**src/rtl/sys_ctrl.sv**
```systemverilog
// UART command decoder: register writes/reads, ALU operations and TX FIFO responses; all outputs registered.
// Optional macro SYS_CTRL_BAD_CMD_ECHO_EN answers an unrecognised command byte with a single 0xEE push.
module sys_ctrl #(
  parameter int DATA_WIDTH = 8,
  parameter int ADDR_WIDTH = 4,
  parameter int FUNC_WIDTH = 4
) (
  input  logic                    CLK,
  input  logic                    RST,
  input  logic [DATA_WIDTH-1:0]   RX_P_DATA,
  input  logic                    RX_D_VLD,
  output logic [ADDR_WIDTH-1:0]   RF_ADDR,
  output logic [DATA_WIDTH-1:0]   RF_WR_DATA,
  output logic                    RF_WR_EN,
  output logic                    RF_RD_EN,
  input  logic [DATA_WIDTH-1:0]   RF_RD_DATA,
  input  logic                    RF_RD_DATA_VLD,
  output logic [FUNC_WIDTH-1:0]   ALU_FUNC,
  output logic                    ALU_EN,
  output logic                    ALU_CLK_EN,
  input  logic [2*DATA_WIDTH-1:0] ALU_OUT,
  input  logic                    ALU_OUT_VLD,
  output logic [DATA_WIDTH-1:0]   FIFO_WR_DATA,
  output logic                    FIFO_WR_INC,
  input  logic                    FIFO_FULL
);

  localparam logic [DATA_WIDTH-1:0] CMD_WR      = DATA_WIDTH'(8'hAA);
  localparam logic [DATA_WIDTH-1:0] CMD_RD      = DATA_WIDTH'(8'hBB);
  localparam logic [DATA_WIDTH-1:0] CMD_ALU_OP  = DATA_WIDTH'(8'hCC);
  localparam logic [DATA_WIDTH-1:0] CMD_ALU_NOP = DATA_WIDTH'(8'hDD);
`ifdef SYS_CTRL_BAD_CMD_ECHO_EN
  localparam logic [DATA_WIDTH-1:0] BAD_CMD_ECHO = DATA_WIDTH'(8'hEE);
`endif

  typedef enum logic [3:0] {
    IDLE, WR_ADDR, WR_DATA, RD_ADDR, RD_WAIT, OP_A, OP_B,
    ALU_FN, ALU_WAIT, TX_BYTE, TX_LO, TX_HI
  } state_t;

  state_t                  state_q, state_d;
  logic [ADDR_WIDTH-1:0]   rf_addr_q, rf_addr_d;
  logic [DATA_WIDTH-1:0]   rf_wr_data_q, rf_wr_data_d;
  logic                    rf_wr_en_q, rf_wr_en_d;
  logic                    rf_rd_en_q, rf_rd_en_d;
  logic [FUNC_WIDTH-1:0]   alu_func_q, alu_func_d;
  logic                    alu_en_q, alu_en_d;
  logic                    alu_clk_en_q, alu_clk_en_d;
  logic [DATA_WIDTH-1:0]   fifo_wr_data_q, fifo_wr_data_d;
  logic                    fifo_wr_inc_q, fifo_wr_inc_d;
  logic [DATA_WIDTH-1:0]   tx_byte_q, tx_byte_d;
  logic [2*DATA_WIDTH-1:0] result_q, result_d;
  logic                    can_push;

  // The extra term keeps a push from landing in the cycle right after another one.
  assign can_push = !FIFO_FULL && !fifo_wr_inc_q;

  always_comb begin
    state_d        = state_q;
    rf_addr_d      = rf_addr_q;
    rf_wr_data_d   = rf_wr_data_q;
    rf_wr_en_d     = 1'b0;
    rf_rd_en_d     = 1'b0;
    alu_func_d     = alu_func_q;
    alu_en_d       = 1'b0;
    alu_clk_en_d   = 1'b0;
    fifo_wr_data_d = fifo_wr_data_q;
    fifo_wr_inc_d  = 1'b0;
    tx_byte_d      = tx_byte_q;
    result_d       = result_q;
    case (state_q)
      IDLE: begin
        if (RX_D_VLD) begin
          case (RX_P_DATA)
            CMD_WR:      state_d = WR_ADDR;
            CMD_RD:      state_d = RD_ADDR;
            CMD_ALU_OP:  state_d = OP_A;
            CMD_ALU_NOP: state_d = ALU_FN;
            default: begin
`ifdef SYS_CTRL_BAD_CMD_ECHO_EN
              tx_byte_d = BAD_CMD_ECHO;
              state_d   = TX_BYTE;
`else
              state_d   = IDLE;
`endif
            end
          endcase
        end
      end
      WR_ADDR: begin
        if (RX_D_VLD) begin
          rf_addr_d = RX_P_DATA[ADDR_WIDTH-1:0];
          state_d   = WR_DATA;
        end
      end
      WR_DATA: begin
        if (RX_D_VLD) begin
          rf_wr_data_d = RX_P_DATA;
          rf_wr_en_d   = 1'b1;
          state_d      = IDLE;
        end
      end
      RD_ADDR: begin
        if (RX_D_VLD) begin
          rf_addr_d  = RX_P_DATA[ADDR_WIDTH-1:0];
          rf_rd_en_d = 1'b1;
          state_d    = RD_WAIT;
        end
      end
      RD_WAIT: begin
        if (RF_RD_DATA_VLD) begin
          tx_byte_d = RF_RD_DATA;
          state_d   = TX_BYTE;
        end
      end
      OP_A: begin
        if (RX_D_VLD) begin
          rf_addr_d    = ADDR_WIDTH'(0);
          rf_wr_data_d = RX_P_DATA;
          rf_wr_en_d   = 1'b1;
          state_d      = OP_B;
        end
      end
      OP_B: begin
        if (RX_D_VLD) begin
          rf_addr_d    = ADDR_WIDTH'(1);
          rf_wr_data_d = RX_P_DATA;
          rf_wr_en_d   = 1'b1;
          state_d      = ALU_FN;
        end
      end
      ALU_FN: begin
        if (RX_D_VLD) begin
          alu_func_d   = RX_P_DATA[FUNC_WIDTH-1:0];
          alu_en_d     = 1'b1;
          alu_clk_en_d = 1'b1;
          state_d      = ALU_WAIT;
        end
      end
      ALU_WAIT: begin
        // Clock enable is still high during the result cycle and drops right after it.
        alu_clk_en_d = !ALU_OUT_VLD;
        if (ALU_OUT_VLD) begin
          result_d = ALU_OUT;
          state_d  = TX_LO;
        end
      end
      TX_BYTE: begin
        fifo_wr_data_d = tx_byte_q;
        if (can_push) begin
          fifo_wr_inc_d = 1'b1;
          state_d       = IDLE;
        end
      end
      TX_LO: begin
        fifo_wr_data_d = result_q[DATA_WIDTH-1:0];
        if (can_push) begin
          fifo_wr_inc_d = 1'b1;
          state_d       = TX_HI;
        end
      end
      TX_HI: begin
        fifo_wr_data_d = result_q[2*DATA_WIDTH-1:DATA_WIDTH];
        if (can_push) begin
          fifo_wr_inc_d = 1'b1;
          state_d       = IDLE;
        end
      end
      default: state_d = IDLE;
    endcase
  end

  always_ff @(posedge CLK or negedge RST) begin
    if (!RST) begin
      state_q        <= IDLE;
      rf_addr_q      <= '0;
      rf_wr_data_q   <= '0;
      rf_wr_en_q     <= 1'b0;
      rf_rd_en_q     <= 1'b0;
      alu_func_q     <= '0;
      alu_en_q       <= 1'b0;
      alu_clk_en_q   <= 1'b0;
      fifo_wr_data_q <= '0;
      fifo_wr_inc_q  <= 1'b0;
      tx_byte_q      <= '0;
      result_q       <= '0;
    end else begin
      state_q        <= state_d;
      rf_addr_q      <= rf_addr_d;
      rf_wr_data_q   <= rf_wr_data_d;
      rf_wr_en_q     <= rf_wr_en_d;
      rf_rd_en_q     <= rf_rd_en_d;
      alu_func_q     <= alu_func_d;
      alu_en_q       <= alu_en_d;
      alu_clk_en_q   <= alu_clk_en_d;
      fifo_wr_data_q <= fifo_wr_data_d;
      fifo_wr_inc_q  <= fifo_wr_inc_d;
      tx_byte_q      <= tx_byte_d;
      result_q       <= result_d;
    end
  end

  assign RF_ADDR      = rf_addr_q;
  assign RF_WR_DATA   = rf_wr_data_q;
  assign RF_WR_EN     = rf_wr_en_q;
  assign RF_RD_EN     = rf_rd_en_q;
  assign ALU_FUNC     = alu_func_q;
  assign ALU_EN       = alu_en_q;
  assign ALU_CLK_EN   = alu_clk_en_q;
  assign FIFO_WR_DATA = fifo_wr_data_q;
  assign FIFO_WR_INC  = fifo_wr_inc_q;

endmodule
```
**config.mk**
```make
export PLATFORM = sky130hd
export DESIGN_NAME = sys_ctrl
export DESIGN_NICKNAME = d
export VERILOG_FILES = /design/src/rtl/sys_ctrl.sv
export SDC_FILE = /design/constraint.sdc
export NUM_CORES = 1
export LEC_CHECK = 0
export CORE_AREA = 4 4 79 81
export DETAILED_ROUTE_END_ITERATION = 12
export DIE_AREA = 0 0 83 85
export GPL_ROUTABILITY_DRIVEN = 0
export PLACE_DENSITY = 0.87
export SYNTH_ARGS = -nofsm -noshare
export SYNTH_HDL_FRONTEND = slang
export SYNTH_SLANG_ARGS = --single-unit
```
**constraint.sdc**
```tcl
create_clock -name CLK -period 1.8 [get_ports CLK]
set_input_delay 0.18 -clock CLK [delete_from_list [all_inputs] [get_ports CLK]]
set_output_delay 0.18 -clock CLK [all_outputs]
set_load 0.02 [all_outputs]
```
==> impl_metrics.json <==
{
  "status": "finished, final reports clean",
  "clock_sinks": 57,
  "die_w_um": 83,
  "grt_overflow": 0,
  "vdd_ir_drop_max_mv": 0.707,
  "first_global_vias": 2111,
  "drc": 0,
  "hold_violations": 0,
  "n_antenna_cell": 0,
  "rr_startpoint": "state_q[2]",
  "start_kind": "flip-flop",
  "worst_slack_ns": 0.0578,
  "maxCapViolCount": 0,
  "root_buffer": "clkbuf_8",
  "skew_ns": 0.0111,
  "cts_tree": "built",
  "viasPerCell": 5.42,
  "dr.pass1.iters": 4,
  "pin_count": 67,
  "final_nets": 339,
  "slew_viol_final": 0,
  "fp-row-count": 27,
  "syn-num-nets": 261,
  "totalWireLength_mm": 6.26,
  "power.density_nw_per_um2": 1510,
  "p_leak_nw": 1.58,
  "vias": 2049,
  "critPathRequiredTime_ns": 2.01,
  "synth_top_area_share_pct": 53.4,
  "synth_area_per_cell_sq_um": 12.0,
  "grt_use_total_pct": 19.1,
  "clk_transition_reported_paths_ns": 0.07,
  "whs_ns": 0.405,
  "grt_first_pass_wirelength_mm": 10.7,
  "cp.arrival_ns": 1.95,
  "start_util_pct": 48.8,
  "synth_area_leader_cell": "dfrtp_1",
  "critPathKind": "flip-flop to flip-flop",
  "rrSetupSlack_ns": 0.06,
  "ys_types": 43,
  "yosysWarnings": 0,
  "fp.dieH_um": 85,
  "final.period_utilization_pct": 96.8,
  "yosysSeqAreaShare_pct": 53.4,
  "pre_cts_slack_ns": 0.0772,
  "layout-drive-gt1-share_pct": 26.5,
  "r2r-end": "state_q[2]",
  "portBuffers": 66,
  "grt_max_degree": 35,
  "power_w": 0.00556,
  "postRouteAntennaNets": 0,
  "syn2layout_area_growth_pct": 37.7,
  "setup_tns_ns": 0,
  "syn_inst": 223,
  "cts_setup_buffers": 0,
  "fmax_mhz": 574,
  "clockBufferDepth": 2,
  "r2r_cells": 4,
  "tightest_slew_ns": 0.515,
  "synthTopCellsByArea": "dfrtp_1 (53%), mux2_2 (19%), nand2_1 (2.8%), nor2b_1 (2.8%), a22oi_1 (2.2%)",
  "worstPathMaxFanout": 11,
  "clk_latency_ns": 0.33,
  "drt_iter0_markers": 179,
  "avgRoutedWirePerCell_um": 16.6,
  "htreeDepth": 3,
  "dpl.hpwl_mm": 4.52,
  "cts_buffers": 9,
  "final-setup-viol-count": 0,
  "ys_seq_elements": 57,
  "grt_setup_unrepaired": "false",
  "die_area_sq_um": 7060,
  "nFillCells": 411,
  "hp-class": "primary input to asynchronous set/reset pin",
  "synth_area_sq_um": 2670,
  "post-route-min-period_ns": 1.74,
  "relSlewSlack_pct": 65.7,
  "core_area_sq_um": 5470,
  "antenna_found_initial": 0,
  "critPathCaptureType": "flip-flop"
}
-- cells in the mapped netlist (all sizes together) --
cell type   n
dfrtp      57
o22ai       1
a21o        1
a2111o      1
mux2i       1
nand2b      3
xor2        1
mux2       46
or2b        1
nand2      20
a32oi       1
nand3b      2
and3        1
nand3       6
inv         2
and2        2
nor3b       2
buf         8
nor2b      13
xnor2       1
clkbuf      4
or2         2
nor4b       1
a2111oi     1
a31oi       9
and2b       1
o31ai       1
a21oi       5
o21ai      10
nor2        4
o211ai      1
nor3        2
or3         1
nand4bb     3
a22oi       8
-- area by class of cell --
cell class | count | area [sq um] | area share (%)
Multi-Input combinational cell | 152 | 1180 | 32.0
Timing Repair Buffer | 79 | 756 | 20.5
Tap cell | 72 | 90.1 | 2.45
Clock buffer | 11 | 141 | 3.84
Inverter | 2 | 7.51 | 0.204
Clock inverter | 5 | 78.8 | 2.14
Sequential cell | 57 | 1430 | 38.8
-- state kept, by name (all words and copies together), names as in the netlist --
name          flops
tx_byte_q         8
RF_WR_DATA        8
FIFO_WR_INC       1
ALU_EN            1
result_q         16
ALU_CLK_EN        1
state_q           4
RF_WR_EN          1
RF_ADDR           4
RF_RD_EN          1
FIFO_WR_DATA      8
ALU_FUNC          4
-- kinds of logic after synthesis --
group,Yosys count,share of synthesized area [%]
xor gates and xnor gates,2,0.656
AOI/OAI and AO/OA,39,9.74
DFF,57,53.4
and+or+nand+nor,64,14.0
muxes,47,19.8
buffers and inverters,14,2.53
-- how the worst max path moves through the flow --
stage	start	to	slack (ns)	depth (start not counted)
2_1_floorplan	state_q[1]	RF_WR_DATA[0]	0.30	4
3_3_place_gp	FIFO_FULL	state_q[0]	0.14	5
3_5_place_dp	state_q[1]	FIFO_WR_DATA[4]	0.08	4
4_1_cts	state_q[1]	FIFO_WR_DATA[4]	0.05	4
5_1_grt	state_q[2]	state_q[2]	0.003	4
6_report	state_q[2]	state_q[2]	0.06	4
-- per-stage QoR --
stage               instance area, sq um  cells  utilization [%]
global placement                    3450    361             63.0
floorplan                           2670    223                -
detailed placement                  3450    361             63.0
global route                        3680    378             67.2
CTS                                 3680    378             67.2
finish                              3680    378             67.2
-- what timing repair did --
item                       CTS  global route
setup endpoints to repair    0            12
hold endpoints to repair    57             0
hold buffers                 1             0
resized for setup            0             1
-- critical path: stages, from the launching register on --
cell and delay, ns:
dfrtp_1 0.54, nor3b_2 0.25, mux2i_1 0.31, a32oi_1 0.13
a2111o_1 0.39
-- layer usage --
metal / up-vias / track usage [%] / part of all wire (%)
met5: - / 0 / 0
li1: 967 / - / -
met4: 0 / 9.36 / 2.1
met3: 13 / 5.73 / 4.7
met1: 1015 / 24.7 / 44
met2: 54 / 29.5 / 49
-- cell usage in the layout, fill, tap and decap left out, drive strengths merged, types with 2 or more instances in the layout --
cell,n
nor3b,2
a22oi,8
nor2b,13
or2,2
inv,2
nor2,4
nor3,2
o21ai,10
nand4bb,3
dfrtp,57
bufinv,2
a31oi,9
nand2b,3
a21oi,5
nand3,6
mux2,46
clkinv,3
nand2,20
nand3b,2
and2,2
clkdlybuf4s50,65
buf,13
clkbuf,11
-- power breakdown --
| part | total [W] | switching (W) | internal, W |
|---|---|---|---|
| logic | 0.00219 | 0.00100 | 0.00119 |
| clock network | 0.00131 | 0.000500 | 0.000815 |
| registers | 0.00205 | 0.000311 | 0.00174 |
Note: power is estimated with default switching activity, not from simulation.
